===== config.mk =====
export PLATFORM = sky130hd
export DESIGN_NAME = shift_sequencer
export DESIGN_NICKNAME = d
export VERILOG_FILES = /design/src/rtl/shift_sequencer.sv
export SDC_FILE = /design/constraint.sdc
export NUM_CORES = 1
export LEC_CHECK = 0
export BUFFER_PORTS_ARGS = -buffer_cell sky130_fd_sc_hd__buf_2
export CORE_UTILIZATION = 50
export DETAILED_ROUTE_END_ITERATION = 7
export GPL_TIMING_DRIVEN = 1
export MAX_ROUTING_LAYER = met4
export PLACE_DENSITY_LB_ADDON = 0.25
export REMOVE_ABC_BUFFERS = 1
export SETUP_SLACK_MARGIN = 0.5
export SLEW_MARGIN = 0
export SYNTH_ARGS = -nofsm -noshare
export SYNTH_HDL_FRONTEND = slang
export SYNTH_SLANG_ARGS = --single-unit

===== constraint.sdc =====
create_clock -name clock -period 2 [get_ports clock]
set_input_delay 0 -clock clock [delete_from_list [all_inputs] [get_ports clock]]
set_output_delay 0 -clock clock [all_outputs]
set_load 0.02 [all_outputs]

===== src/rtl/shift_sequencer.sv =====
// shift_sequencer: multi-cycle 4-bit shifter, one bit position per clock.
// Captures operand, direction and amount on start, steps the working register
// once per clock, then presents the result on data_out with a one-cycle done.
// Optional feature macro: SHIFT_ROTATE_EN (when defined, rotate=1 selects
// circular steps; otherwise every step zero-fills and rotate is ignored).

// One bit of the working register: picks its next value from the neighbour on
// the side the data is moving from.
module shift_bit_cell (
  input  logic right_shift,
  input  logic from_lo,
  input  logic from_hi,
  output logic bit_next
);
  assign bit_next = right_shift ? from_hi : from_lo;
endmodule

module shift_sequencer (
  input  logic       clock,
  input  logic       reset,
  input  logic       start,
  input  logic       right_shift,
  input  logic       rotate,
  input  logic [2:0] shift_amt,
  input  logic [3:0] data_in,
  output logic [3:0] data_out,
  output logic       busy,
  output logic       done
);
  localparam int NUM_LANES = 4;
  localparam int CNT_W     = 3;

  typedef enum logic [1:0] {S_IDLE, S_SHIFT, S_DONE} state_t;

  state_t               state_q, state_d;
  logic [NUM_LANES-1:0] work_q, work_step;
  logic [CNT_W-1:0]     count_q;
  logic                 right_q;
  logic                 accept, last_step;
  logic                 fill_lo, fill_hi;

  // Bits shifted in at the ends: the opposite end bit when rotating, else 0.
`ifdef SHIFT_ROTATE_EN
  logic rot_q;
  assign fill_lo = rot_q & work_q[NUM_LANES-1];
  assign fill_hi = rot_q & work_q[0];
`else
  logic unused_rotate;
  assign unused_rotate = rotate;
  assign fill_lo = 1'b0;
  assign fill_hi = 1'b0;
`endif

  // Per-bit next-value muxes forming the single-step shifter.
  for (genvar i = 0; i < NUM_LANES; i++) begin : g_lane
    logic from_lo, from_hi;
    if (i == 0) begin : g_lo_edge
      assign from_lo = fill_lo;
    end else begin : g_lo_mid
      assign from_lo = work_q[i-1];
    end
    if (i == NUM_LANES-1) begin : g_hi_edge
      assign from_hi = fill_hi;
    end else begin : g_hi_mid
      assign from_hi = work_q[i+1];
    end
    shift_bit_cell u_cell (
      .right_shift (right_q),
      .from_lo     (from_lo),
      .from_hi     (from_hi),
      .bit_next    (work_step[i])
    );
  end

  // State register.
  always_ff @(posedge clock) begin
    if (reset) state_q <= S_IDLE;
    else       state_q <= state_d;
  end

  // Next-state and status decode; start is only honoured in IDLE.
  always_comb begin
    state_d   = state_q;
    busy      = 1'b0;
    done      = 1'b0;
    accept    = 1'b0;
    last_step = 1'b0;
    case (state_q)
      S_IDLE: begin
        if (start) begin
          accept  = 1'b1;
          state_d = (shift_amt == '0) ? S_DONE : S_SHIFT;
        end
      end
      S_SHIFT: begin
        busy = 1'b1;
        if (count_q == CNT_W'(1)) begin
          last_step = 1'b1;
          state_d   = S_DONE;
        end
      end
      S_DONE: begin
        busy    = 1'b1;
        done    = 1'b1;
        state_d = S_IDLE;
      end
      default: state_d = S_IDLE;
    endcase
  end

  // Operand capture, stepping, and result publication on the final step.
  always_ff @(posedge clock) begin
    if (reset) begin
      work_q   <= '0;
      count_q  <= '0;
      right_q  <= 1'b0;
      data_out <= '0;
    end else if (accept) begin
      work_q  <= data_in;
      count_q <= shift_amt;
      right_q <= right_shift;
      // Zero-length request publishes the operand unchanged.
      if (shift_amt == '0) data_out <= data_in;
    end else if (state_q == S_SHIFT) begin
      work_q  <= work_step;
      count_q <= count_q - CNT_W'(1);
      if (last_step) data_out <= work_step;
    end
  end

`ifdef SHIFT_ROTATE_EN
  // Rotate mode is latched with the request like the other controls.
  always_ff @(posedge clock) begin
    if (reset)       rot_q <= 1'b0;
    else if (accept) rot_q <= rotate;
  end
`endif

endmodule

==> results by group <==
Run status
  • Status: complete, no violations

CTS
  • TritonCTS clock tree: done
  • Sinks on Clock Net: 14
  • Max Buffers Root-to-Sink: 2
  • Clock Latency Late Sink: 0.27 ns
  • Clock slew at reported path FFs: 0.09 ns
  • TritonCTS buffer count: 3
  • CTS root buffer: sky130_fd_sc_hd__clkbuf_4
  • H-tree Lvls: 1

Drt
  • Wire length reported by the detailed router: 1600 um
  • Routed wire per std cell: 12.7 um
  • DRC Markers: 0
  • Detailed-route vias per instance: 5.35
  • DRC marker count from the first detailed-route iteration: 26
  • Residual antenna-violating net count after detailed routing: 0
  • Number of vias after detailed routing: 674
  • First-pass iteration count of the detailed router: 4

Global route
  • Global route overflow: 0
  • Wire length of the first global-routing pass: 2440 um
  • Number of global-route vias before repair: 575
  • Pin count of the biggest net entering global routing: 15
  • Antenna violations before repair: 0
  • Global-route usage over all layers: 22.9%

Synthesis
  • Post-synthesis cell area: 748 um^2
  • Post-synthesis instance total: 88
  • Average footprint of a synthesized cell: 8.50 um^2
  • Post-synthesis cell type count: 26
  • Top cells by area, synth: sky130_fd_sc_hd__dfxtp_1, sky130_fd_sc_hd__ha_1, sky130_fd_sc_hd__a21oi_1, sky130_fd_sc_hd__nand2_1, sky130_fd_sc_hd__a211oi_1
  • Flop and latch count out of synthesis: 14
  • Register area share after synthesis: 37.5%
  • Count of warnings emitted by yosys: 0
  • Largest area contributor in the synthesized netlist: sky130_fd_sc_hd__dfxtp_1
  • Post-synth top area share: 37.5%

STA
  • Number of max-slew violations in the final report: 0
  • Transition at the pin with the smallest max-transition slack: 0.278 ns
  • Period Utilization, post-route: 71.3%
  • Final hold violations: 0
  • Max Freq: 701 MHz
  • Total Negative Setup Slacks: 0 ns
  • Final Setup Violations: 0
  • Slew margin rel.: 81.5%
  • Setup clock skew after layout: 0.00207 ns
  • Worst path setup slack after routing: 0.573 ns
  • Final min period: 1.43 ns
  • Setup repair after global routing missed its margin: false

Power and ir drop
  • Overall power after layout: 0.810 mW
  • Net switching power: 0.262 mW
  • Part of the power in combinational logic: 33.3%
  • Clock group share of total power: 24.6%
  • Switch share: 32.3%
  • Worst VDD drop: 549 uV
  • Internal power consumption: 0.548 mW
  • Share of power burned in registers: 42.1%
  • P per Cell Area: 854 nW/um^2
  • Leakage: 0.400 nW

Critical path
  • Type of element capturing the critical path: flop
  • Critical Path Max Stage Delay: 0.54 ns
  • Gate family responsible for the most delay along the worst path: buffers and inverters
  • Critical Path Start Type: input pin
  • Cells traversed along the worst timing path: dlygate4sd3_1, buf_2, or3_4, mux2i_4, o211ai_1, a21oi_1
  • Critical path data required time: 2.20 ns
  • CP max FO: 6
  • Type of the worst setup path: in -> reg
  • Critical path buffers and inverters: 2
  • Slowest stage cell, crit path: sky130_fd_sc_hd__dlygate4sd3_1
  • Arrival time at the worst endpoint: 1.63 ns

Finish
  • Post-route cell area: 948 um^2
  • Area overhead of the layout relative to synthesis: 26.8%
  • Most used cells in the layout excluding fill and tap cells: sky130_fd_sc_hd__buf_2, sky130_fd_sc_hd__nand2_1, sky130_fd_sc_hd__dfxtp_1
  • Antenna Cells: 0
  • Final net count: 129
  • Final std cells w/o fill: 126
  • Layout cell share with drive strength beyond 1: 34.2%
  • Most common library cell in the layout ignoring fill and taps: sky130_fd_sc_hd__buf_2

Placed design
  • Count of input and output buffers: 16
  • Routability cong.: 0.770
  • DP Worst Slack: 0.316 ns
  • Instance area after placement: 837 um^2
  • HPWL after DPL: 1070 um
  • Instance count after placement with tap cells included: 116

Floorplanning
  • Initial core utilization: 55.4%
  • Die outline area: 1660 um^2
  • Vert. Die Dim: 40.7 um
  • Chip Width: 40.7 um
  • Floorplan Core Area: 1350 um^2
  • Number of ports placed on the die boundary: 18
  • Rows: 13

Min path
  • Kind of path behind the tightest hold check: in -> reg

Run
  • Max-Cap Viols: 0
## synthesized netlist by cell type
master,count
sky130_fd_sc_hd__dfxtp_1,14
sky130_fd_sc_hd__nand2_1,13
sky130_fd_sc_hd__a21oi_1,10
sky130_fd_sc_hd__nor2_1,9
sky130_fd_sc_hd__a211oi_1,6
sky130_fd_sc_hd__ha_1,5
sky130_fd_sc_hd__o211ai_1,5
sky130_fd_sc_hd__inv_1,4
sky130_fd_sc_hd__buf_2,2
sky130_fd_sc_hd__clkbuf_1,2
sky130_fd_sc_hd__mux2i_1,2
sky130_fd_sc_hd__nand2b_1,2
sky130_fd_sc_hd__and2_1,1
sky130_fd_sc_hd__and3_1,1
sky130_fd_sc_hd__and3_2,1
sky130_fd_sc_hd__mux2_2,1
sky130_fd_sc_hd__mux2i_4,1
sky130_fd_sc_hd__nand2_2,1
sky130_fd_sc_hd__nand3b_1,1
sky130_fd_sc_hd__nor2b_1,1
sky130_fd_sc_hd__nor3_1,1
sky130_fd_sc_hd__nor3b_1,1
sky130_fd_sc_hd__o21ba_2,1
sky130_fd_sc_hd__or3_4,1
sky130_fd_sc_hd__xnor2_1,1
sky130_fd_sc_hd__xor2_1,1
## metrics by stage
stage                     hold slack [ns]  util (%)
final                              0.0289      70.3
after global routing               0.0512      70.3
after CTS                          0.0175      68.6
after detailed placement            0.249      62.0
after global placement              0.252      62.0
after floorplan                    0.0691         -
## cell families (layout without fill, tap and decap cells)
group           Yosys count  count (layout)  synth area share (%)
compound gates           22              22                  19.1
xor+xnor                  2               2                  2.34
fa+ha+maj                 5               5                  8.36
buf+inv                   8              31                  4.35
flops                    14              14                  37.5
mux                       4               4                  7.19
simple gates             33              33                  21.2
## worst register-to-register path, delay by kind of cell, from the launching register on
family | cells | cell delay (ns)
AOI/OAI and AO/OA | 2 | 0.30
muxes | 1 | 0.31
and+or+nand+nor | 1 | 0.11
adders and majority gates | 1 | 0.22
DFF | 1 | 0.33
buffers and inverters | 1 | 0.06
## power groups by stage
| stage | logic, mW | clock network, mW | registers (mW) |
|---|---|---|---|
| CTS | 0.260 | 0.204 | 0.339 |
| floorplan | 0.172 | 0 | 0.345 |
| global placement | 0.226 | 0 | 0.343 |
| finish | 0.270 | 0.199 | 0.341 |
| detailed placement | 0.233 | 0 | 0.345 |
| global route | 0.300 | 0.211 | 0.347 |
## registers in the layout, indices dropped and copies added (netlist names)
register and flops:
count_q 3, data_out 4, right_q 1, state_q 2, work_q 4
## what timing repair did
action                     in CTS  in global routing
hold buffers                    2                  0
resized for setup               4                  5
hold endpoints to repair        2                  0
setup buffers                   3                  1
setup endpoints to repair       8                  8
pin swaps                       1                  1
## path summary, 6_finish.rpt
kind	from	endpoint	slack [ns]	cells past startpoint
setup reg to reg	state_q[0]	data_out[1]	0.60	6
setup / recovery	shift_amt[1]	data_out[1]	0.57	6
hold / removal	shift_amt[0]	count_q[0]	0.03	3
hold reg to reg	data_out[2]	data_out[2]	0.46	2
## layout make-up
cell class | instances | area (um^2)
clock buffers | 4 | 36.3
flip-flops and latches | 14 | 283
inverters | 4 | 15.0
well taps | 15 | 18.8
repair buffers | 23 | 138
multi-input cells | 66 | 458
fillers | 117 | 402
## routing by layer
metal | share of wire, % | vias up | global-route usage, %
met5 | 0 | - | -
met4 | 0.38 | 0 | 5.00
met3 | 4.3 | 2 | 3.26
met2 | 48 | 16 | 36.9
met1 | 47 | 307 | 30.3
li1 | - | 349 | -
Note: power is estimated with default switching activity, not from simulation.
